==> src/rtl/cla_pipe_addsub.sv <==
// ----------------------------------------------------------------------------
// cla_pipe_addsub
//
// Pipelined carry-lookahead adder/subtractor. Each pipeline stage resolves one
// GROUP-bit slice with a full lookahead carry network. The slice carry-out is
// registered into the next stage. Operand bits that have not been processed yet
// travel along with the beat (skew buffering). Sum bits that are already done
// are also carried forward unchanged. Latency is STAGES = WIDTH/GROUP cycles.
// Throughput is one beat per cycle.
//
// Ports
//   clk        clock, all state on rising edge
//   rst        asynchronous active-high reset
//   in_valid   operand beat valid
//   in_ready   block accepts a beat this cycle (= pipeline advance)
//   a, b       operands, WIDTH bits
//   cin        carry-in, add mode only
//   sub        0: a + b + cin, 1: a - b (a + ~b + 1)
//   out_valid  result beat valid
//   out_ready  consumer accepts the result
//   sum        result, modulo 2^WIDTH
//   cout       carry out of the MSB (in sub mode 1 = no borrow)
//   ovf        signed two's-complement overflow
//   zero       sum == 0
// ----------------------------------------------------------------------------
module cla_pipe_addsub #(
    parameter int unsigned WIDTH = 16,
    parameter int unsigned GROUP = 4
) (
    input  logic             clk,
    input  logic             rst,
    input  logic             in_valid,
    output logic             in_ready,
    input  logic [WIDTH-1:0] a,
    input  logic [WIDTH-1:0] b,
    input  logic             cin,
    input  logic             sub,
    output logic             out_valid,
    input  logic             out_ready,
    output logic [WIDTH-1:0] sum,
    output logic             cout,
    output logic             ovf,
    output logic             zero
);

    localparam int unsigned STAGES = WIDTH / GROUP;

    // Lookahead carries for one slice. Every carry is a sum of products of the
    // slice generate/propagate terms and the slice carry-in, so no carry is
    // built from a lower carry inside the slice.
    //   c[i+1] = g[i] | p[i]g[i-1] | ... | p[i]..p[1]g[0] | p[i]..p[0]c0
    function automatic logic [GROUP:0] cla_carries(
        input logic [GROUP-1:0] g,
        input logic [GROUP-1:0] p,
        input logic             c0
    );
        logic [GROUP:0] c;
        logic           term;
        c    = '0;
        c[0] = c0;
        for (int i = 0; i < int'(GROUP); i++) begin
            for (int j = 0; j <= i; j++) begin
                term = g[j];
                for (int m = j + 1; m <= i; m++) begin
                    term = term & p[m];
                end
                c[i+1] = c[i+1] | term;
            end
            term = c0;
            for (int m = 0; m <= i; m++) begin
                term = term & p[m];
            end
            c[i+1] = c[i+1] | term;
        end
        return c;
    endfunction

    // Per-stage state: valid bit, operand copies (upper bits still pending),
    // partial sum (lower bits already resolved) and the slice carry-out.
    logic             v_q [STAGES];
    logic [WIDTH-1:0] a_q [STAGES];
    logic [WIDTH-1:0] b_q [STAGES];
    logic [WIDTH-1:0] s_q [STAGES];
    logic             c_q [STAGES];

    logic             v_d [STAGES];
    logic [WIDTH-1:0] a_d [STAGES];
    logic [WIDTH-1:0] b_d [STAGES];
    logic [WIDTH-1:0] s_d [STAGES];
    logic             c_d [STAGES];

    logic ovf_d, zero_d;
    logic ovf_q, zero_q;

    // The whole pipeline moves as one unit. It holds only when a result is
    // waiting and the consumer refuses it.
    logic adv;
    assign adv      = ~out_valid | out_ready;
    assign in_ready = adv;

    for (genvar k = 0; k < STAGES; k++) begin : g_stage
        localparam logic [WIDTH-1:0] SliceMask = WIDTH'({GROUP{1'b1}}) << (k * GROUP);

        logic [WIDTH-1:0] src_a, src_b, src_s;
        logic             src_c, src_v;
        logic [GROUP-1:0] ga, gb, g, p, slice_sum;
        logic [GROUP:0]   c;

        if (k == 0) begin : g_src_in
            // Subtract is a + ~b + 1; cin has no effect in that mode.
            assign src_a = a;
            assign src_b = sub ? ~b : b;
            assign src_c = sub | cin;
            assign src_s = '0;
            assign src_v = in_valid;
        end else begin : g_src_prev
            assign src_a = a_q[k-1];
            assign src_b = b_q[k-1];
            assign src_c = c_q[k-1];
            assign src_s = s_q[k-1];
            assign src_v = v_q[k-1];
        end

        assign ga        = src_a[k*GROUP +: GROUP];
        assign gb        = src_b[k*GROUP +: GROUP];
        assign g         = ga & gb;
        assign p         = ga ^ gb;
        assign c         = cla_carries(g, p, src_c);
        assign slice_sum = p ^ c[GROUP-1:0];

        assign v_d[k] = src_v;
        assign a_d[k] = src_a;
        assign b_d[k] = src_b;
        assign c_d[k] = c[GROUP];
        assign s_d[k] = (src_s & ~SliceMask) | (WIDTH'(slice_sum) << (k * GROUP));

        if (k == STAGES - 1) begin : g_flags
            // Overflow: the carry into the MSB differs from the carry out of it.
            assign ovf_d  = c[GROUP] ^ c[GROUP-1];
            assign zero_d = ~|s_d[k];
        end
    end

    always_ff @(posedge clk or posedge rst) begin
        if (rst) begin
            for (int k = 0; k < int'(STAGES); k++) begin
                v_q[k] <= 1'b0;
                a_q[k] <= '0;
                b_q[k] <= '0;
                s_q[k] <= '0;
                c_q[k] <= 1'b0;
            end
            ovf_q  <= 1'b0;
            zero_q <= 1'b0;
        end else if (adv) begin
            for (int k = 0; k < int'(STAGES); k++) begin
                v_q[k] <= v_d[k];
                a_q[k] <= a_d[k];
                b_q[k] <= b_d[k];
                s_q[k] <= s_d[k];
                c_q[k] <= c_d[k];
            end
            ovf_q  <= ovf_d;
            zero_q <= zero_d;
        end
    end

    // The last stage register is the output register.
    assign out_valid = v_q[STAGES-1];
    assign sum       = s_q[STAGES-1];
    assign cout      = c_q[STAGES-1];
    assign ovf       = ovf_q;
    assign zero      = zero_q;

endmodule

==> config.mk <==
export PLATFORM = sky130hd
export DESIGN_NAME = cla_pipe_addsub
export DESIGN_NICKNAME = d
export VERILOG_FILES = /design/src/rtl/cla_pipe_addsub.sv
export SDC_FILE = /design/constraint.sdc
export NUM_CORES = 1
export LEC_CHECK = 0
export CAP_MARGIN = 20
export CORE_ASPECT_RATIO = 1.5
export CORE_UTILIZATION = 25
export DETAILED_ROUTE_END_ITERATION = 10
export PLACE_DENSITY = 0.55
export SYNTH_ARGS = -nofsm -noshare
export SYNTH_HDL_FRONTEND = slang
export SYNTH_SLANG_ARGS = --single-unit
==> constraint.sdc <==
create_clock -name clk -period 3.4 [get_ports clk]
set_clock_uncertainty 0.05 [all_clocks]
set_input_delay 1.02 -clock clk [delete_from_list [all_inputs] [get_ports clk]]
set_output_delay 1.02 -clock clk [all_outputs]
set_load 0.005 [all_outputs]
==> results of run 1 <==
## registers in the layout, indices dropped and copies added (netlist names)
| signal | count |
|---|---|
| g_stage.src_a | 24 |
| g_stage.src_b | 24 |
| sum | 16 |
| out_valid | 1 |
| zero | 1 |
| g_stage.src_c | 3 |
| g_stage.src_s | 24 |
| g_stage.src_v | 3 |
| ovf | 1 |
| cout | 1 |
## final cells by class
cell class	count	area, sq um	area share [%]
sequential	98	2452	44.71
multi-input combinational	332	1778	32.41
timing repair buffer	63	630.6	11.50
tap	210	262.8	4.790
clock buffer	11	242.7	4.425
clock inverter	5	62.56	1.141
inverter	14	56.30	1.026
## critical path, stage by stage
cell and delay [ps]:
clkdlybuf4s50_1 500, nor2b_4 50, inv_2 100, clkdlybuf4s50_1 510
## path summary, 6_finish.rpt
check,to,slack (ps),depth (start not counted),startpoint
worst min register to register,out_valid,410,1,g_stage[3].src_v
worst min-delay path,out_valid,410,1,g_stage[3].src_v
max in group asynchronous,g_stage[1].src_a[10],1790,3,rst
worst max register to register,sum[15],1470,6,g_stage[3].src_a[12]
worst max-delay path,in_ready,140,4,out_ready
min in group asynchronous,sum[15],1120,3,rst
## per-stage QoR
stage / utilization (%) / power [mW] / std cells / instance area, sq um
2_1_floorplan: - / 3.107 / 467 / 4374
3_3_place_gp: 30.63 / 3.652 / 717 / 5180
3_5_place_dp: 30.63 / 3.715 / 717 / 5180
4_1_cts: 32.44 / 4.773 / 733 / 5485
5_1_grt: 32.44 / 5.096 / 733 / 5485
6_report: 32.44 / 4.667 / 733 / 5485
## report_power, final
group	leakage [nW]	internal [mW]	switching (mW)	total [mW]
sequential	1.18	1.68	0.291	1.98
combinational	1.27	0.810	0.856	1.67
clock	0.142	0.594	0.430	1.02
total	2.59	3.09	1.58	4.67
## logic make-up (layout without fill, tap and decap cells)
group / count (synthesis) / after routing / synth area share, %
AO/OA/AOI/OAI: 51 / 51 / 7.329
XOR/XNOR: 21 / 21 / 4.208
adder cells (fa/ha/maj): 24 / 24 / 7.558
buffers and inverters: 37 / 93 / 3.378
flip-flops: 98 / 98 / 56.11
multiplexers: 1 / 1 / 0.3434
AND/OR/NAND/NOR: 235 / 235 / 21.07
## routing by layer
layer,vias up,GRT usage (%)
li1,1585,-
met1,1415,11.72
met2,37,18.27
met3,9,1.706
met4,0,5.152
met5,-,0
## layout by cell type, fill, tap and decap left out, types with 2 or more instances in the layout
cell type / synthesis / routed
clkinvlp_4: 0 / 3
a21oi_1: 10 / 10
clkbuf_16: 0 / 9
o31a_1: 3 / 3
fa_1: 4 / 4
inv_1: 13 / 12
o21a_1: 10 / 10
ha_1: 20 / 20
nand2b_1: 2 / 2
xnor2_1: 12 / 12
buf_4: 0 / 4
nor2_1: 13 / 13
xor2_1: 9 / 9
nor3_1: 6 / 6
nor4_1: 2 / 2
o31ai_1: 6 / 6
clkdlybuf4s50_1: 0 / 58
o21ai_0: 20 / 20
dfrtp_1: 98 / 98
or3_1: 2 / 2
nand2_1: 205 / 205
==> out/metrics.yaml, run 1 <==
run_status:
  outcome: "completed"
placed_design:
  dp_hpwl_mm: 5.775
  port_buffers: 58
  pre_cts_ws_ps: 107.8
  gp_congestion: 0.6846
timing:
  hold-worst-slack_ps: 411.1
  post-route-period-util_pct: 95.83
  rsz0062_at_grt: "false"
  setup_viol_count_final: 0
  fin_ws_ps: 141.9
  period_minus_slack_ps: 3258
  tns_ps: 0
  hold_viol_final: 0
  fmax_mhz: 306.9
  max_slew_margin_pct: 34.26
  tightest_slew_ps: 986.1
  slew_violations: 0
logic_synthesis:
  synth_top_cell_area_share_pct: 56.11
  syn-instance-count: 467
  yosysMostFrequentCell: "nand2_1"
  syn_nets: 529
  async_reset_ff_share_pct: 100.0
  post-synth-top-area-cell: "dfrtp_1"
  syn_area_sq_um: 4370
  synth.avg_cell_area_sq_um: 9.359
  ys_ff_latch: 98
  synth_top_cells_by_count: "205 x nand2_1, 98 x dfrtp_1, 20 x ha_1, 20 x o21ai_0"
  synth_flop_cell: "dfrtp_1"
  synth_cell_type_count: 29
  yosys-top-cells-area: "dfrtp_1 56%, nand2_1 18%, ha_1 5.7%"
  synth_warnings: 0
  ys_seq_area_share_pct: 56.11
  synth-edff-count: 0
route:
  drc_errors: 0
  drtIter0Drc: 142
  dr.pass1.iters: 4
  vias: 3046
  wire_per_inst_um: 11.37
  finalWirelength_mm: 8.331
  top_layer_used: "met4"
  met3_length_um: 229
  met2_length_mm: 4.239
  vias_per_cell: 4.156
  wl_met1_mm: 3.717
  ant_nets: 0
cts:
  clk_latency_ps: 340
  cts_sinks: 98
  cts_buffer_depth: 2
  cts_resized: 0
  ctsRootBufferMaster: "clkbuf_16"
  cts_buffers: 9
  post_cts.repair.setup_buffers: 0
  ctsHtreeMaxLevel: 3
  tritoncts: "built"
  path_clk_slew_ps: 70
  cts_hold_buf: 0
setup_path:
  cp-start-kind: "input pin"
  crit_required_ps: 2330
  worstSetupEndpointType: "output port"
  criticalPathCategory: "input pin to output port"
  cp_data_arrival_time_ps: 2190
  path_max_fanout: 2
hold_path:
  hold_class: "register to register"
global_route:
  grt_pass1_vias: 3278
  antenna_found_initial: 0
  grt_start_max_net_pins: 105
  grt_first_pass_wirelength_mm: 14.54
  grt_usage_pct: 10.30
  grt_overflow: 0
cells_and_area:
  n_antenna_cell: 0
  fill_cells: 1771
  layout-drive-gt1-share_pct: 5.163
  nets: 580
  syn_to_final_growth_pct: 25.51
floorplan:
  rows: 58
  die-area_sq_um: 18030
  ioPinCount: 59
  initial_utilization_pct: 25.85
  die-height_um: 163.9
  die_x_um: 110.0
  core-area_sq_um: 16910
job:
  maxCapViolCount: 0
pwr:
  power_density_nw_per_um2: 850.8
  p_leak_nw: 2.593
  ir_drop_v: 0.0002417
(Power assumes the default switching activity.)
==> run 2: changes to the inputs <==
ABC_AREA = 1   (was default)
==> out/metrics.yaml, run 2 <==
run_status:
  outcome: "completed"
placed_design:
  pre_cts_ws_ps: 130.7
  gp_congestion: 0.7144
  placed_cells: 788
  port_buffers: 58
  dp_hpwl_mm: 6.475
route:
  ant_nets: 0
  drtIter0Drc: 160
  vias_per_cell: 4.022
  dr.pass1.iters: 4
  vias: 3234
  wire_per_inst_um: 11.22
  drc_errors: 0
  finalWirelength_mm: 9.023
timing:
  post-route-period-util_pct: 94.93
  max_slew_margin_pct: 65.13
  fmax_mhz: 309.8
  tightest_slew_ps: 523.1
  rsz0062_at_grt: "false"
  slew_violations: 0
  setup_viol_count_final: 0
  hold-worst-slack_ps: 407.3
  period_minus_slack_ps: 3228
  hold_viol_final: 0
  fin_ws_ps: 172.3
  tns_ps: 0
cells_and_area:
  final_common_cell: "nand2_1"
  n_antenna_cell: 0
  layout.cells.non_filler: 804
  syn_to_final_growth_pct: 23.85
  layout-drive-gt1-share_pct: 10.07
  most-common-layout-cells: "184 x nand2_1, 98 x dfrtp_1, 58 x clkdlybuf4s50_1"
  final_util_pct: 31.85
  seq_area_sq_um: 2452
  multi_input_area_sq_um: 1834
  nets: 613
  fill_cells: 1848
setup_path:
  cp-start-kind: "input pin"
  cp_data_arrival_time_ps: 2160
  cp_num_buf_inv: 3
  cpPeakStageDelay_ps: 500
  worst-path-stages: 4
  crit_chain: "clkdlybuf4s50_1 -> inv_1 -> nand2_2 -> clkdlybuf4s50_1"
  crit_slowest_cell: "clkdlybuf4s50_1"
  crit_top_cell: "clkdlybuf4s50_1"
  crit_required_ps: 2330
  worstSetupEndpointType: "output port"
  path_max_fanout: 2
  reg2reg_depth: 6
  cpLargestDelayFamily: "buffers and inverters"
  criticalPathCategory: "input pin to output port"
floorplan:
  ioPinCount: 59
  die-height_um: 169.1
  core-area_sq_um: 18090
  rows: 60
  die_x_um: 113.4
  initial_utilization_pct: 25.72
  die-area_sq_um: 19170
logic_synthesis:
  synth-edff-count: 0
  ys_ff_latch: 98
  synth_cell_type_count: 25
  synth_warnings: 0
  synth_top_cells_by_count: "184 x nand2_1, 98 x dfrtp_1, 40 x inv_1"
  yosys-top-cells-area: "dfrtp_1 53%, nand2_1 15%, ha_1 5.4%"
  synth_flop_cell: "dfrtp_1"
  async_reset_ff_share_pct: 100.0
  yosysMostFrequentCell: "nand2_1"
  syn_area_sq_um: 4653
  syn-instance-count: 498
  post-synth-top-area-cell: "dfrtp_1"
  syn_nets: 560
  ys_seq_area_share_pct: 52.70
  synth.avg_cell_area_sq_um: 9.344
  synth_top_cell_area_share_pct: 52.70
job:
  maxCapViolCount: 0
cts:
  clk_latency_ps: 340
  cts_resized: 0
  ctsHtreeMaxLevel: 3
  cts_sinks: 98
  tritoncts: "built"
  cts_hold_buf: 0
  cts_buffers: 9
  cts_buffer_depth: 2
  path_clk_slew_ps: 70
  ctsRootBufferMaster: "clkbuf_16"
  post_cts.repair.setup_buffers: 0
hold_path:
  min_path_cells: 2
  hold_class: "register to register"
global_route:
  antenna_found_initial: 0
  grt_usage_pct: 10.11
  grt_overflow: 0
  grt_first_pass_wirelength_mm: 15.35
  grt_pass1_vias: 3258
  grt_start_max_net_pins: 99
pwr:
  power_density_nw_per_um2: 864.6
  ir_drop_v: 0.0002520
  p_leak_nw: 2.711
==> run 2: changes by cell type after synthesis, sizes merged, moves of 6 or more <==
cell	delta
o21ai	+40
nand2	-18
buf	+7
inv	+27
nor3	-6
nand3b	+6
o31ai	-6
clkbuf	-7
nor2	+9
a21oi	-8
nand3	+11
o21a	-10
==> run 2: where the power goes <==
part / internal (mW) / switching, mW
combinational: 0.861 / 1.05
clock: 0.687 / 0.435
sequential: 1.68 / 0.275
==> run 2: worst paths after layout <==
path	startpoint	endpoint	slack (ps)
worst max-delay path	out_ready	in_ready	170
worst min-delay path	g_stage[3].src_v	out_valid	410
worst max register to register	out_valid	g_stage[3].src_c	1460
worst min register to register	g_stage[3].src_v	out_valid	410
max in group asynchronous	rst	g_stage[1].src_b[8]	1770
min in group asynchronous	rst	sum[15]	1100
==> run 2: cells by family after synthesis <==
family	count (synthesis)	share of synthesized area (%)
xor gates and xnor gates	19	3.576
buffers and inverters	64	7.878
and+or+nand+nor	229	19.82
DFF	98	52.70
AOI/OAI and AO/OA	64	8.927
adders and majority gates	24	7.099
==> run 2: cell type report <==
class | count | share of cell area (%)
Timing Repair Buffer | 65 | 11.64
Multi-Input combinational cell | 336 | 31.83
Tap cell | 248 | 5.384
Clock buffer | 11 | 4.386
Clock inverter | 5 | 1.455
Sequential cell | 98 | 42.55
Inverter | 41 | 2.757
==> run 2: per-layer routing <==
metal	track usage (%)	routed length, um	vias to the layer above
li1	-	-	1664
met1	11.68	3901	1514
met2	18.16	4725	42
met3	1.396	200	14
met4	4.977	195	0
met5	0	0	-
==> run 2: tightest hold or removal path, cell delays in order (launching register included) <==
cell and delay [ps]:
dfrtp_1 320, inv_1 50, nand2_1 60
==> run 2: stage by stage <==
step / power (mW) / area [sq um]
2_1_floorplan: 3.338 / 4657
3_3_place_gp: 3.842 / 5426
3_5_place_dp: 3.921 / 5426
4_1_cts: 5.063 / 5763
5_1_grt: 5.405 / 5763
6_report: 4.983 / 5763
